--- src/rtl/alu_pkg.sv ---
// Shared op encodings, FSM states and helpers for the execute-stage ALU/MDU.
// The M-extension ops are built only when ALU_MULDIV_EN is defined.
package alu_pkg;

  typedef enum logic [4:0] {
    ALU_AND    = 5'b00000,
    ALU_OR     = 5'b00001,
    ALU_ADD    = 5'b00010,
    ALU_XOR    = 5'b00011,
    ALU_SLL    = 5'b00100,
    ALU_SLTU   = 5'b00101,
    ALU_SUB    = 5'b00110,
    ALU_SUBU   = 5'b00111,
    ALU_SRL    = 5'b01000,
    ALU_LUI    = 5'b01001,
    ALU_SLT    = 5'b01010,
    ALU_SRA    = 5'b01100,
    ALU_MUL    = 5'b10000,
    ALU_MULH   = 5'b10001,
    ALU_MULHSU = 5'b10010,
    ALU_MULHU  = 5'b10011,
    ALU_DIV    = 5'b10100,
    ALU_DIVU   = 5'b10101,
    ALU_REM    = 5'b10110,
    ALU_REMU   = 5'b10111
  } alu_op_e;

  typedef enum logic [1:0] {
    IDLE = 2'd0,
    CALC = 2'd1,
    DONE = 2'd2
  } mdu_state_e;

  function automatic logic is_mop(input logic [4:0] op);
    return op[4:3] == 2'b10;
  endfunction

endpackage

--- src/rtl/alu_muldiv_iter.sv ---
// Iterative multiply/divide engine: one bit per step on operand magnitudes,
// sign correction applied combinationally on the outputs.
module alu_muldiv_iter #(
  parameter int XLEN = 32
) (
  input  logic              clk,
  input  logic              rst_n,
  input  logic              start,
  input  logic              step,
  input  logic [XLEN-1:0]   a,
  input  logic [XLEN-1:0]   b,
  input  logic              a_signed,
  input  logic              b_signed,
  input  logic              is_div,
  output logic              done,
  output logic [2*XLEN-1:0] prod,
  output logic [XLEN-1:0]   quot,
  output logic [XLEN-1:0]   rem
);

  localparam int CW = $clog2(XLEN);
  localparam logic [CW-1:0] LAST = CW'(XLEN - 1);

  logic [CW-1:0]   cnt_q;
  logic [XLEN-1:0] hi_q, lo_q, d_q, a_q;
  logic            neg_ab_q, neg_a_q, div_zero_q, div_mode_q;

  logic            a_neg, b_neg;
  logic [XLEN-1:0] mag_a, mag_b;
  logic [XLEN:0]   mul_sum, div_sh, div_diff;
  logic            div_ok;

  assign a_neg = a_signed & a[XLEN-1];
  assign b_neg = b_signed & b[XLEN-1];
  assign mag_a = a_neg ? -a : a;
  assign mag_b = b_neg ? -b : b;

  // lo_q holds the multiplier (mul) or the dividend being shifted into quotient (div)
  assign mul_sum  = {1'b0, hi_q} + (lo_q[0] ? {1'b0, d_q} : {(XLEN+1){1'b0}});
  assign div_sh   = {hi_q, lo_q[XLEN-1]};
  assign div_diff = div_sh - {1'b0, d_q};
  assign div_ok   = !div_diff[XLEN];

  always_ff @(posedge clk or negedge rst_n) begin
    if (!rst_n)     cnt_q <= '0;
    else if (start) cnt_q <= '0;
    else if (step)  cnt_q <= cnt_q + 1'b1;
  end

  always_ff @(posedge clk) begin
    if (start) begin
      hi_q       <= '0;
      lo_q       <= mag_a;
      d_q        <= mag_b;
      a_q        <= a;
      neg_ab_q   <= a_neg ^ b_neg;
      neg_a_q    <= a_neg;
      div_zero_q <= (b == '0);
      div_mode_q <= is_div;
    end else if (step) begin
      if (div_mode_q) begin
        hi_q <= div_ok ? div_diff[XLEN-1:0] : div_sh[XLEN-1:0];
        lo_q <= {lo_q[XLEN-2:0], div_ok};
      end else begin
        hi_q <= mul_sum[XLEN:1];
        lo_q <= {mul_sum[0], lo_q[XLEN-1:1]};
      end
    end
  end

  assign done = (cnt_q == LAST);
  assign prod = neg_ab_q ? -{hi_q, lo_q} : {hi_q, lo_q};
  // Divide-by-zero bypasses sign correction so the result is exactly all-ones / dividend
  assign quot = div_zero_q ? '1  : (neg_ab_q ? -lo_q : lo_q);
  assign rem  = div_zero_q ? a_q : (neg_a_q  ? -hi_q : hi_q);

endmodule

--- src/rtl/alu_mdu.sv ---
// Execute-stage ALU with registered, handshaked result and optional iterative
// multiply/divide (enabled by defining ALU_MULDIV_EN).
module alu_mdu
  import alu_pkg::*;
#(
  parameter int XLEN = 32,
  parameter int SHW  = $clog2(XLEN)
) (
  input  logic            clk,
  input  logic            rst_n,
  input  logic            in_valid,
  output logic            in_ready,
  input  logic [4:0]      op,
  input  logic [XLEN-1:0] src_a,
  input  logic [XLEN-1:0] src_b,
  output logic            out_valid,
  input  logic            out_ready,
  output logic [XLEN-1:0] result,
  output logic            zero,
  output logic            con_bgt,
  output logic            con_blt,
  output logic            illegal,
  output logic            busy
);

  mdu_state_e state_q, state_d;
  logic       accept, take_mop;

  logic [XLEN-1:0] diff;
  logic [SHW-1:0]  sh;
  logic [XLEN-1:0] base_res;
  logic            base_zero, base_gt, base_lt, base_ill;

  assign accept = in_valid && in_ready;
  assign diff   = src_a - src_b;
  assign sh     = src_b[SHW-1:0];

  always_comb begin
    base_res  = '0;
    base_zero = 1'b0;
    base_gt   = 1'b0;
    base_lt   = 1'b0;
    base_ill  = 1'b0;
    case (alu_op_e'(op))
      ALU_AND:  base_res = src_a & src_b;
      ALU_OR:   base_res = src_a | src_b;
      ALU_ADD:  base_res = src_a + src_b;
      ALU_XOR:  base_res = src_a ^ src_b;
      ALU_SLL:  base_res = src_a << sh;
      ALU_SRL:  base_res = src_a >> sh;
      ALU_SRA:  base_res = XLEN'($signed(src_a) >>> sh);
      ALU_LUI:  base_res = src_b;
      ALU_SLT:  base_res = {{(XLEN-1){1'b0}}, $signed(src_a) < $signed(src_b)};
      ALU_SLTU: base_res = {{(XLEN-1){1'b0}}, src_a < src_b};
      ALU_SUB: begin
        base_res  = diff;
        base_zero = (diff == '0);
        base_gt   = $signed(src_a) > $signed(src_b);
        base_lt   = $signed(src_a) < $signed(src_b);
      end
      ALU_SUBU: begin
        base_res  = diff;
        base_zero = (diff == '0);
        base_gt   = src_a > src_b;
        base_lt   = src_a < src_b;
      end
      default:  base_ill = 1'b1;
    endcase
  end

`ifdef ALU_MULDIV_EN
  logic [2:0]        mop_q;
  logic              mdu_done;
  logic              a_signed, b_signed;
  logic [2*XLEN-1:0] mdu_prod;
  logic [XLEN-1:0]   mdu_quot, mdu_rem, mdu_res;

  assign take_mop = accept && is_mop(op);
  // div/rem: signed unless op[0]; mul: MULH is s*s, MULHSU is s*u, MUL/MULHU unsigned
  assign a_signed = op[2] ? !op[0] : (op[1:0] == 2'b01 || op[1:0] == 2'b10);
  assign b_signed = op[2] ? !op[0] : (op[1:0] == 2'b01);

  always_ff @(posedge clk) begin
    if (take_mop) mop_q <= op[2:0];
  end

  alu_muldiv_iter #(.XLEN(XLEN)) u_iter (
    .clk      (clk),
    .rst_n    (rst_n),
    .start    (take_mop),
    .step     (state_q == CALC),
    .a        (src_a),
    .b        (src_b),
    .a_signed (a_signed),
    .b_signed (b_signed),
    .is_div   (op[2]),
    .done     (mdu_done),
    .prod     (mdu_prod),
    .quot     (mdu_quot),
    .rem      (mdu_rem)
  );

  always_comb begin
    mdu_res = '0;
    case (mop_q)
      3'b000:                 mdu_res = mdu_prod[XLEN-1:0];
      3'b001, 3'b010, 3'b011: mdu_res = mdu_prod[2*XLEN-1:XLEN];
      3'b100, 3'b101:         mdu_res = mdu_quot;
      default:                mdu_res = mdu_rem;
    endcase
  end
`else
  assign take_mop = 1'b0;
`endif

  // FSM: state register
  always_ff @(posedge clk or negedge rst_n) begin
    if (!rst_n) state_q <= IDLE;
    else        state_q <= state_d;
  end

  // FSM: next state
  always_comb begin
    state_d = IDLE;
`ifdef ALU_MULDIV_EN
    case (state_q)
      IDLE:    state_d = take_mop ? CALC : IDLE;
      CALC:    state_d = mdu_done ? DONE : CALC;
      DONE:    state_d = IDLE;
      default: state_d = IDLE;
    endcase
`endif
  end

  // FSM: outputs
  always_comb begin
    in_ready = (state_q == IDLE) && (!out_valid || out_ready);
`ifdef ALU_MULDIV_EN
    busy     = (state_q == CALC) || (state_q == DONE);
`else
    busy     = 1'b0;
`endif
  end

  // Output register: a same-cycle accept overrides the drain so out_valid stays high
  always_ff @(posedge clk or negedge rst_n) begin
    if (!rst_n) begin
      out_valid <= 1'b0;
      result    <= '0;
      zero      <= 1'b0;
      con_bgt   <= 1'b0;
      con_blt   <= 1'b0;
      illegal   <= 1'b0;
    end else if (accept && !take_mop) begin
      out_valid <= 1'b1;
      result    <= base_res;
      zero      <= base_zero;
      con_bgt   <= base_gt;
      con_blt   <= base_lt;
      illegal   <= base_ill;
`ifdef ALU_MULDIV_EN
    end else if (state_q == DONE) begin
      out_valid <= 1'b1;
      result    <= mdu_res;
      zero      <= 1'b0;
      con_bgt   <= 1'b0;
      con_blt   <= 1'b0;
      illegal   <= 1'b0;
`endif
    end else if (out_ready) begin
      out_valid <= 1'b0;
    end
  end

endmodule

--- config.mk ---
export PLATFORM = sky130hd
export DESIGN_NAME = alu_mdu
export DESIGN_NICKNAME = d
export VERILOG_FILES = /design/src/rtl/alu_pkg.sv /design/src/rtl/alu_muldiv_iter.sv /design/src/rtl/alu_mdu.sv
export SDC_FILE = /design/constraint.sdc
export NUM_CORES = 1
export LEC_CHECK = 0
export ABC_AREA = 1
export CAP_MARGIN = 0
export CORE_ASPECT_RATIO = 0.9
export CORE_MARGIN = 10
export CORE_UTILIZATION = 55
export DETAILED_ROUTE_END_ITERATION = 8
export GPL_TIMING_DRIVEN = 1
export PLACE_DENSITY = 0.91
export SYNTH_ARGS = -nofsm -noshare
export SYNTH_HDL_FRONTEND = slang
export SYNTH_SLANG_ARGS = --single-unit
--- constraint.sdc ---
create_clock -name clk -period 1.6 [get_ports clk]
set_clock_uncertainty 0.15 [all_clocks]
set_input_delay 0.4 -clock clk [delete_from_list [all_inputs] [get_ports clk]]
set_output_delay 0.4 -clock clk [all_outputs]
set_load 0.01 [all_outputs]
==> results of run 1 <==
metrics by stage:
step           setup WS [ns]  hold slack [ns]   util  area, um2  std cells
3_5_place_dp           -1.70            0.323  0.768      16100       2946
2_1_floorplan         -0.772          -0.0456      -      12100       2235
3_3_place_gp           -1.56            0.316  0.768      16100       2946
cells by family after synthesis:
family,synth area share
compound gates,0.177
xor+xnor,0.00518
fa+ha+maj,0.111
buf+inv,0.138
flops,0.0782
mux,0.00254
other cells,0.000317
simple gates,0.487
==> results.yml, run 1 <==
status:
  haltStage: "clock tree synthesis"
  status: "aborted with a tool error"
  error_line: "[ERROR DPL-0033] detailed placement checks failed during check placement."
clocking:
  cts_sinks: 37
  postCtsHoldBufs: 0
  cts_setup_buffers: 133
  cts_buffer_depth: 2
  ctsResizeCount: 1209
  cts_buffers: 5
  cts-htree-levels: 2
  cts_root_buffer: "clkbuf_16"
yosys:
  synth_edf_count: 0
  synthTopCellsByCount: "nand2_1, nand3_1, inv_1"
  yosysWarnings: 0
  synthesis.area_um2: 11800
  synthDistinctLibCells: 54
  synth-seq-cells: 37
  synth_area_per_cell_um2: 5.29
  yosys_most_used_dff: "dfrtp_1"
  syn-num-nets: 2412
  ys_seq_area_frac: 0.0782
  synth_area_leaders: "nand2_1, ha_1, nand3_1, dfrtp_1, inv_1"
  async_flop_share: 1.00
  yosysTopAreaCellShare: 0.259
  synth_top_area_cell: "nand2_1"
  yosysMostFrequentCell: "nand2_1"
  syn-instance-count: 2235
placed_design:
  dpl.hpwl_mm: 53.4
  io_buffers: 110
  globalplace.congestion: 1.30
die:
  die_w_um: 175
  die_h_um: 159
  start_util: 0.565
  ios: 112
  num_rows: 50
==> run 2, diff against run 1 <==
- CORE_ASPECT_RATIO: 0.9 -> not set
- CORE_UTILIZATION: 55 -> 40
- PLACE_DENSITY: 0.91 -> not set
- PLACE_DENSITY_LB_ADDON: not set -> 0.15
- clock period: 1.6 -> 2.08 ns (I/O delays scaled with it)
==> run 2 against run 1 <==
  * The flow now finishes, with violations (setup timing)
  * Area after synthesis is the same
  * Synthesized cell count is the same
==> results.yml, run 2 <==
job:
  maxCapViolations: 0
die:
  start_util: 0.409
  die_h_um: 192
  ios: 112
  coreArea_um2: 28900
  die_area_um2: 36900
  die_w_um: 192
  num_rows: 62
worst_setup_path:
  critPathKind: "in2reg"
  cp_max_fo: 3
  worstSetupEndpointType: "register"
  worstPathRequired_ns: 2.16
  arrival_ns: 2.60
  cpMaxStageDelayCell: "fa_2"
  regToRegSetupSlack_ns: 0.08
  r2r-start: "out_valid"
  path_cells: "buf_8 > inv_6 > ha_4 > inv_4 > fa_2 > nand2_4 > nand2_8 > nand3_4 > nand2_4 > xor2_2 > nand3_1 > nor2_2 > buf_4 > nand3_4 > nor2_4 > nand3_1 > nand2_1"
  cp-start-kind: "input port"
  startpoint: "src_a[0]"
  r2r_cells: 10
  max_stage_delay_ns: 0.37
  r2r-end: "zero"
sta:
  fin_crit_ns: 2.52
  setup_violations: 35
  relSlewSlack: 0.535
  finalMaxSlewViolations: 0
  worst_pin_slew_ns: 0.697
  setup_ws_ns: -0.435
  hold_viol: 0
  fin_crit_sh: 1.21
  fmax_ghz: 0.398
  rsz0062_at_grt: "true"
clocking:
  cts_root_buffer: "clkbuf_16"
  cts-htree-levels: 2
  path_clk_slew_ns: 0.06
  clock_latency_ns: 0.29
  postCtsHoldBufs: 0
  cts_buffers: 5
  cts_sinks: 37
  cts_buffer_depth: 2
  cts_tree: "done"
drt:
  routedWlPerCell_um: 23.6
  viasPerCell: 5.99
  dr.pass1.iters: 8
  vias: 19300
  ant_nets: 0
  drc: 0
  first_iter_violations: 2366
  wirelength_mm: 76.0
grt:
  grt_max_degree: 68
  grt_first_pass_wirelength_mm: 111
  antenna_found_initial: 0
  grt_usage: 0.393
  overflow: 0
  grt_pass1_vias: 19200
yosys:
  yosys_most_used_dff: "dfrtp_1"
  ys_seq_area_frac: 0.0782
  synth_edf_count: 0
  synthesis.area_um2: 11800
  synthTopCellsByCount: "nand2_1, nand3_1, inv_1"
  synth_area_per_cell_um2: 5.29
  syn-num-nets: 2412
  yosysMostFrequentCell: "nand2_1"
  async_flop_share: 1.00
  yosysTopAreaCellShare: 0.259
  syn-instance-count: 2235
  synthDistinctLibCells: 54
  synth_area_leaders: "nand2_1, ha_1, nand3_1, dfrtp_1, inv_1"
  yosysWarnings: 0
  synth-seq-cells: 37
  synth_top_area_cell: "nand2_1"
min_path:
  worstHoldPathType: "in2async"
power:
  power_per_cell_area_nw_per_um2: 354
  p_leak_nw: 10.8
  vdd_drop_max_uv: 346
finish:
  layout_commonest_cell: "nand2_1"
  layout.cells.most_common_list: "nand2_1, buf_4, nand2_2"
  largest_reg_flops: 32
  final_util: 0.747
  final_area_um2: 21600
  final_nets: 3017
  area_growth_pct: 82.6
  drive_above_1_share: 0.516
  n_antenna_cell: 0
  top_register: "result"
status:
  violations: "setup timing"
  status: "complete, but fails checks"
placed_design:
  io_buffers: 110
  dpl_cell_area_um2: 16900
  globalplace.congestion: 1.06
  dpl.hpwl_mm: 57.4
[run 2: how the worst max path moves through the flow]
| stage | to | cells after the start |
|---|---|---|
| after global routing | result[14] | 14 |
| after global placement | result[0] | 20 |
| after CTS | zero | 21 |
| after floorplan | zero | 19 |
| final | zero | 17 |
| after detailed placement | result[0] | 20 |
[run 2: metal layers]
metal  share of wire  track usage  wire (um)
met1            0.37        0.466      28100
met2            0.45        0.631      34000
met3            0.10       0.0836       7690
met4           0.081        0.257       6180
met5               0            0          0
[run 2: per-stage QoR]
step | instances | hold slack [ns] | power [mW] | TNS, ns | setup WS, ns
after CTS | 3207 | 0.144 | 7.18 | -9.65 | -0.384
after global routing | 3225 | 0.152 | 7.95 | -14.10 | -0.494
final | 3225 | 0.125 | 7.64 | -12.39 | -0.435
after global placement | 3125 | 0.314 | 5.02 | -43.67 | -1.43
after floorplan | 2235 | 0.0744 | 2.93 | -10.80 | -0.412
after detailed placement | 3125 | 0.319 | 5.06 | -44.61 | -1.48
[run 2: logic make-up after synthesis]
| kind of cell | share of synthesized area |
|---|---|
| AO/OA/AOI/OAI | 0.177 |
| XOR/XNOR | 0.00518 |
| adder cells (fa/ha/maj) | 0.111 |
| buffers and inverters | 0.138 |
| flip-flops | 0.0782 |
| multiplexers | 0.00254 |
| other | 0.000317 |
| AND/OR/NAND/NOR | 0.487 |
[run 2: critical path, delay by kind of cell]
family,cells,cell delay [ns]
fa+ha+maj,2,0.50
simple gates,10,1.02
buf+inv,4,0.34
xor+xnor,1,0.20
[run 2: where the power goes]
part / switching (mW) / total (mW) / internal [mW]
sequential: 0.0512 / 0.853 / 0.801
combinational: 3.38 / 5.88 / 2.50
clock: 0.340 / 0.908 / 0.568
[run 2: repair_timing]
| item | CTS | global route |
|---|---|---|
| endpoints found under the hold margin | 0 | 0 |
| endpoints found under the setup margin | 37 | 37 |
| cloned | 5 | 0 |
| pin swaps | 339 | 109 |
| buffers inserted | 75 | 19 |
| gates resized for setup | 1204 | 139 |
[run 2: cell type report]
| class | count | area, um2 |
|---|---|---|
| clock buffer | 5 | 125 |
| tap | 384 | 480 |
| clock inverter | 3 | 46.3 |
| sequential | 37 | 926 |
| timing repair buffer | 706 | 6120 |
| inverter | 262 | 1090 |
| fill | 2266 | 7330 |
| multi-input combinational | 1828 | 12800 |
(Power assumes the default switching activity.)
